===== src/rtl/pong_responder.sv =====
// Responder side of the ping/pong handshake: each accepted ping returns one
// registered pong DELAY edges later, with a small pending buffer and a pong limit.
module pong_responder #(
    parameter int DELAY  = 1,
    parameter int QDEPTH = 2,
    parameter int LIMIT  = 10,
    parameter int CNT_W  = 8
) (
    input  logic             clk,
    input  logic             rst_n,
    input  logic             ping,
    output logic             pong,
    output logic             busy,
    output logic [3:0]       pending,
    output logic [CNT_W-1:0] ping_count,
    output logic [CNT_W-1:0] pong_count,
    output logic             overrun,
    output logic             done
);

    typedef enum logic [1:0] {
        S_IDLE,
        S_WAIT,
        S_PONG,
        S_DONE
    } state_t;

    localparam logic [7:0]       TIMER_LOAD = 8'(DELAY - 1);
    localparam logic [3:0]       QDEPTH_L   = 4'(QDEPTH);
    localparam logic [CNT_W-1:0] LIMIT_L    = CNT_W'(LIMIT);
    localparam bit               HAS_LIMIT  = (LIMIT != 0);

    state_t           r_state;
    logic [7:0]       r_timer;
    logic [3:0]       r_pending;
    logic [CNT_W-1:0] r_ping_count;
    logic [CNT_W-1:0] r_pong_count;
    logic             r_pong;
    logic             r_overrun;
    logic             r_done;

    state_t           w_state_nxt;
    logic [7:0]       w_timer_nxt;
    logic [3:0]       w_pending_nxt;
    logic [CNT_W-1:0] w_pong_count_nxt;
    logic [CNT_W-1:0] w_pong_count_inc;
    logic             w_pong_nxt;
    logic             w_overrun_nxt;
    logic             w_done_nxt;
    logic             w_buffer_ping;

    assign w_pong_count_inc = r_pong_count + CNT_W'(1);

    // NOTE: every output of this block gets a default first, so no path can infer a latch.
    always_comb begin
        w_state_nxt      = r_state;
        w_timer_nxt      = r_timer;
        w_pending_nxt    = r_pending;
        w_pong_count_nxt = r_pong_count;
        w_pong_nxt       = 1'b0;
        w_overrun_nxt    = r_overrun;
        w_done_nxt       = r_done;
        w_buffer_ping    = 1'b0;

        case (r_state)
            S_IDLE: begin
                if (ping) begin
                    w_state_nxt = S_WAIT;
                    w_timer_nxt = TIMER_LOAD;
                end
            end
            S_WAIT: begin
                w_buffer_ping = ping;
                if (r_timer != 8'd0) begin
                    w_timer_nxt = r_timer - 8'd1;
                end else begin
                    w_state_nxt      = S_PONG;
                    w_pong_nxt       = 1'b1;
                    w_pong_count_nxt = w_pong_count_inc;
                    if (HAS_LIMIT && (w_pong_count_inc == LIMIT_L)) begin
                        w_done_nxt = 1'b1;
                    end
                end
            end
            S_PONG: begin
                if (r_done) begin
                    w_state_nxt   = S_DONE;
                    w_buffer_ping = ping;
                end else if (r_pending != 4'd0) begin
                    // Start from the buffer; a coincident ping refills the freed slot.
                    w_state_nxt   = S_WAIT;
                    w_timer_nxt   = TIMER_LOAD;
                    w_pending_nxt = r_pending - 4'd1;
                    w_buffer_ping = ping;
                end else if (ping) begin
                    w_state_nxt = S_WAIT;
                    w_timer_nxt = TIMER_LOAD;
                end else begin
                    w_state_nxt = S_IDLE;
                end
            end
            default: begin
                w_state_nxt = S_DONE;
            end
        endcase

        if (w_buffer_ping) begin
            if (w_pending_nxt < QDEPTH_L) begin
                w_pending_nxt = w_pending_nxt + 4'd1;
            end else begin
                w_overrun_nxt = 1'b1;
            end
        end
    end

    // NOTE: state registers use non-blocking assignments so all flops update together.
    always_ff @(posedge clk or negedge rst_n) begin
        if (!rst_n) begin
            r_state      <= S_IDLE;
            r_timer      <= 8'd0;
            r_pending    <= 4'd0;
            r_ping_count <= '0;
            r_pong_count <= '0;
            r_pong       <= 1'b0;
            r_overrun    <= 1'b0;
            r_done       <= 1'b0;
        end else begin
            r_state      <= w_state_nxt;
            r_timer      <= w_timer_nxt;
            r_pending    <= w_pending_nxt;
            r_pong_count <= w_pong_count_nxt;
            r_pong       <= w_pong_nxt;
            r_overrun    <= w_overrun_nxt;
            r_done       <= w_done_nxt;
            if (ping) begin
                r_ping_count <= r_ping_count + CNT_W'(1);
            end
        end
    end

    assign pong       = r_pong;
    assign busy       = (r_state == S_WAIT) || (r_state == S_PONG);
    assign pending    = r_pending;
    assign ping_count = r_ping_count;
    assign pong_count = r_pong_count;
    assign overrun    = r_overrun;
    assign done       = r_done;

endmodule


===== config.mk =====
export PLATFORM = sky130hd
export DESIGN_NAME = pong_responder
export DESIGN_NICKNAME = d
export VERILOG_FILES = /design/src/rtl/pong_responder.sv
export SDC_FILE = /design/constraint.sdc
export NUM_CORES = 1
export LEC_CHECK = 0
export CORE_UTILIZATION = 45
export CTS_CLUSTER_SIZE = 24
export DETAILED_ROUTE_END_ITERATION = 8
export GPL_ROUTABILITY_DRIVEN = 1
export PLACE_DENSITY = 0.68
export REMOVE_ABC_BUFFERS = 1
export SYNTH_ARGS = -nofsm -noshare
export SYNTH_HDL_FRONTEND = slang
export SYNTH_SLANG_ARGS = --single-unit

===== constraint.sdc =====
create_clock -name clk -period 2.35 [get_ports clk]
set_input_delay 0.47 -clock clk [delete_from_list [all_inputs] [get_ports clk]]
set_output_delay 0.47 -clock clk [all_outputs]
set_load 0.005 [all_outputs]

==> metrics.cfg, run 1 <==
[worst_setup_path]
endpoint = busy
rrSetupSlack_ps = 220
start_kind = register
endpoint_kind = primary output
worstRegToRegCells = 7
rr_startpoint = pending[0]$_DFF_PN0_
cp_max_fo = 5
critPathLaunch = r_state[0]$_DFFE_PN0P_
cp.required_ps = 1880
r2r_end = pending[2]$_DFF_PN0_
arrival_ps = 1680
path_class = reg2out

[place]
dpl_cell_area_sq_um = 2120
port_buffers = 26
hpwl_mm = 2.61
dp_cells = 255
place.gp.congestion = 0.833

[floorplan]
dieArea_sq_um = 4210
core_sq_um = 3720
die_x_um = 64.9
rows = 22
initial_core_util_pct = 47.9
fp.dieH_um = 64.9
io_pins = 27

[final_layout]
drive_gt1_share_pct = 8.37
instances_no_fill = 263
n_antenna_cell = 0
nets = 228
area.growth.synth_to_final_pct = 25.0
finalInstanceArea_sq_um = 2220

[yosys]
synth-simple-area-share_pct = 17.5
synth-xor-area-share_pct = 8.86
yosys.area.top_type = dfrtp_1
synth_top_area_share_pct = 46.4
ys_seq_area_share_pct = 46.4
synth_cells = 179
synth_compound_gate_area_share_pct = 14.5
synth_ff_type = dfrtp_1
synth_fa_ha_area_share_pct = 7.74
yosys.cell_count.top_type = dfrtp_1
ys_types = 40
synth-seq-cells = 33
synth_commonest_cells = dfrtp_1, nand2_1, nor2_1, xnor2_1, inv_1
synth_top_family_by_area = simple AND/OR/NAND/NOR gates
yosys_warnings = 0
avgSynthCellArea_sq_um = 9.94
postSynth.asyncResetShare_pct = 100
synth_area_leaders = dfrtp_1, ha_1, xnor2_1, nand2_1, nor2_1
synthMuxAreaShare_pct = 2.04
synth_enable_flop_cells = 0
synth_area_sq_um = 1780

[timing]
finalSetupViolCount = 0
hold_violations = 0
hold-worst-slack_ps = 465
min_period_ps = 2150
slew_violations = 0
tightest_slew_ps = 705
fin_skew_ps = 8.67
grt_setup_unrepaired = no
fin_tns_setup_ps = 0
timing.final.crit_share_pct = 91.5
fmax_mhz = 465
slew_headroom_pct = 52.6

[drt]
drc = 0
first_pass_iters = 4
viasPerCell = 5.56
totalWireLength_mm = 3.51
post_drt_wl_per_cell_um = 13.3
drtIter0Drc = 77
ant_nets = 0
route.vias.total = 1462

[power_and_ir_drop]
p_total_w = 0.00305
powerDensity_nw_per_um2 = 1370
leakage_nw = 0.953
vdd_drop_max_v = 0.000685

[cts]
clkSlewWorstSetupHoldPaths_ps = 70
clock_latency_ps = 280
cts_root_buf = clkbuf_8
cts_buffer_depth = 2
clock_sinks = 33
h-tree-depth = 2
numCtsBuffers = 5
cts_tree = built
postCtsHoldBufs = 0
cts_setup_buffers = 0

[global_route]
antenna_found_initial = 0
grt_pass1_wl_mm = 6.33
track_usage_pct = 19.8
grt_max_degree = 34
grt_overflow = 0
grt_pass1_vias = 1359

[job]
cap_violations = 0

[worst_hold_path]
min-delay-path-class = reg2reg

[run_status]
status = finished, final reports clean

sequential cells by signal, indices dropped and copies added (netlist names):
name,flops
r_state,2
done,1
pending,4
overrun,1
r_timer,8
ping_count,8
pong_count,8
pong,1
metal layers:
layer / global-route usage, % / vias up / routed length, um
met3: 5.28 / 4 / 127
met1: 25.0 / 709 / 1640
met5: 0 / - / 0
met4: 8.33 / 0 / 42
met2: 31.9 / 31 / 1700
li1: - / 718 / -
report_power, final:
part	internal (W)	total [W]	switching (W)	leakage, nW
Clock	0.000264	0.000460	0.000195	0.0542
Sequential	0.000791	0.00107	0.000276	0.418
Combinational	0.000785	0.00152	0.000734	0.480
critical path, cell delays in order (launching register included):
cell and delay (ps):
dfrtp_1 400, inv_1 80, ha_1 380, clkdlybuf4s50_1 530
area by class of cell:
class,count,area (sq um)
sequential,33,826
fill,321,1490
inverter,13,48.8
timing repair buffer,29,283
multi-input combinational,132,906
clock inverter,1,5.00
tap,48,60.1
clock buffer,7,96.3
worst min-delay path by stage:
stage	slack, ps	end	start	cells past startpoint
floorplan	170	done$_DFFE_PN0P_	rst_n	0
global placement	440	overrun$_DFFE_PN0P_	overrun$_DFFE_PN0P_	1
detailed placement	450	overrun$_DFFE_PN0P_	overrun$_DFFE_PN0P_	1
CTS	470	overrun$_DFFE_PN0P_	overrun$_DFFE_PN0P_	1
global route	490	overrun$_DFFE_PN0P_	overrun$_DFFE_PN0P_	1
finish	470	overrun$_DFFE_PN0P_	overrun$_DFFE_PN0P_	1
repair_timing:
action	CTS	global route
hold endpoints to repair	0	0
endpoints found under the setup margin	0	4
resized for setup	0	1
layout by cell type (no fill, tap or decap), types with 2 or more instances in the layout:
master,n
dfrtp_1,33
clkdlybuf4s50_1,26
nand2_1,16
nor2_1,14
xnor2_1,14
inv_1,12
ha_1,11
o21ai_0,9
nand3_1,7
a21oi_1,7
clkbuf_8,7
nand4_1,6
a31oi_1,5
nor3_1,4
xor2_1,4
buf_4,3
nand2b_1,2
o32a_1,2
o211ai_1,2
nor4b_1,2
nor4_1,2
mux2_2,2
a21o_1,2
or3_1,2
o41ai_1,2
cells by family (layout without fill, tap and decap cells):
group | count (synthesis) | after routing
AOI/OAI and AO/OA | 38 | 38
muxes | 3 | 3
and+or+nand+nor | 62 | 62
adders and majority gates | 11 | 11
DFF | 33 | 33
xor gates and xnor gates | 18 | 18
buffers and inverters | 14 | 50
stage by stage:
stage / setup slack, ps / utilization [%]
final: 199 / 59.9
after global routing: 11.2 / 59.9
after CTS: 157 / 59.7
after detailed placement: 168 / 57.0
after global placement: 295 / 57.0
after floorplan: 356 / -
No activity file was read; power rests on OpenSTA's default activity.
==> inputs of run 2 (changes only) <==
SLEW_MARGIN = 10   (was unset)
==> results of run 2 <==
Final layout, timing and power as in run 1 (identical DEF).
==> inputs of run 3 (changes only) <==
CORE_UTILIZATION = 62   (was 45)
DONT_BUFFER_PORTS = 1   (was unset)
PLACE_DENSITY = 0.78   (was 0.68)
==> run 3 against run 2 <==
Net effect:
- critical path type is now reg2reg
- sequential power is essentially flat
- combinational power is 20% lower
- non-clock buffer count shrank 27
- total power fell by 13%
- clock skew grew 1.2 ps
- first-iteration DRC count decreased by 7.8%
- wire length barely moved
- die area decreased by 27%
- largest power group unchanged
==> metrics.cfg, run 3 (synthesis results as in run 1) <==
[run_status]
status = finished, final reports clean

[cts]
numCtsBuffers = 5
clock_latency_ps = 340
clock_sinks = 33
clkSlewWorstSetupHoldPaths_ps = 90
cts_buffer_depth = 2
h-tree-depth = 2
cts_root_buf = clkbuf_4
cts_tree = built

[global_route]
grt_overflow = 0
antenna_found_initial = 0
track_usage_pct = 25.0
grt_pass1_vias = 1371
grt_pass1_wl_mm = 6.02
grt_max_degree = 34

[worst_setup_path]
path_class = reg2reg
rr_startpoint = pending[0]$_DFF_PN0_
critPathLaunch = pending[0]$_DFF_PN0_
cp.required_ps = 2620
endpoint_kind = register
rrSetupSlack_ps = 180
cp_max_fo = 5
start_kind = register
arrival_ps = 2440

[timing]
fmax_mhz = 460
min_period_ps = 2170
slew_violations = 0
finalSetupViolCount = 0
hold_violations = 0
fin_tns_setup_ps = 0
timing.final.crit_share_pct = 92.5
fin_skew_ps = 9.83
slew_headroom_pct = 48.0
tightest_slew_ps = 772
grt_setup_unrepaired = no

[final_layout]
nets = 201
drive_gt1_share_pct = 8.02
area.growth.synth_to_final_pct = 7.17
multi_input_area_sq_um = 908
fillers = 218
instances_no_fill = 218
final_cell_mix = dfrtp_1, nand2_1, xnor2_1
n_antenna_cell = 0
seq_area_sq_um = 826
layout_commonest_cell = dfrtp_1

[floorplan]
core_sq_um = 2730
die_x_um = 55.6
io_pins = 27
initial_core_util_pct = 65.1
dieArea_sq_um = 3090
rows = 19
fp.dieH_um = 55.6

[power_and_ir_drop]
leakage_nw = 0.831
powerDensity_nw_per_um2 = 1390
vdd_drop_max_v = 0.000886

[drt]
viasPerCell = 6.45
ant_nets = 0
drc = 0
route.vias.total = 1406
drtIter0Drc = 71
first_pass_iters = 4
totalWireLength_mm = 3.51
post_drt_wl_per_cell_um = 16.1

[worst_hold_path]
min-delay-path-class = in2reg
hp-start = ping

[job]
cap_violations = 0

[place]
port_buffers = 0
dp_cells = 209
place.gp.congestion = 0.897
hpwl_mm = 2.42

## run 3: area by class of cell
type                    count  area share, %
multi-input cells         132           47.6
flip-flops and latches     33           43.3
well taps                  31           2.03
repair buffers              2           1.57
clock buffers               7           2.89
inverters                  13           2.56
## run 3: stage by stage
step	util, %	worst slack, ps	hold slack, ps	area (sq um)	total power (W)
floorplan	-	356	174	1780	0.00198
global placement	66.4	270	175	1810	0.00219
detailed placement	66.4	143	175	1810	0.00228
CTS	69.5	126	202	1900	0.00262
global route	69.7	48.9	200	1910	0.00286
finish	69.7	176	208	1910	0.00264
## run 3: final timing paths
path / to / cells past startpoint
worst max-delay path: pending[0]$_DFF_PN0_ / 7
worst max register to register: pending[0]$_DFF_PN0_ / 7
max in group asynchronous: r_timer[1]$_DFFE_PN0P_ / 2
worst min register to register: overrun$_DFFE_PN0P_ / 1
worst min-delay path: ping_count[0]$_DFFE_PN0P_ / 1
min in group asynchronous: ping_count[1]$_DFFE_PN0P_ / 2
## run 3: timing repair
| item | CTS | global route |
|---|---|---|
| hold buffers | 2 | 0 |
| gates resized for setup | 0 | 2 |
| endpoints found under the setup margin | 0 | 1 |
| setup buffers | 0 | 0 |
| hold endpoints to repair | 33 | 0 |
## run 3: layer usage
layer / global-route usage [%] / up-vias / share of wire [%]
met1: 30.1 / 689 / 42
met5: 0 / - / 0
met2: 42.0 / 46 / 50
met4: 10.0 / 0 / 1.8
met3: 7.67 / 9 / 6.4
li1: - / 662 / -
## run 3: power breakdown
group	internal (W)	switching (W)	leakage, nW
Clock	0.000141	0.000183	0.0314
Combinational	0.000520	0.000698	0.382
Sequential	0.000788	0.000314	0.418
Total	0.00145	0.00119	0.831
## run 3: critical path, cell delays in order, from the launching register on
cell and delay (ps):
dfrtp_1 440, inv_1 100, ha_1 260, or3b_1 360
o32a_1 290, o32ai_1 230, and3b_1 280, xor2_1 140
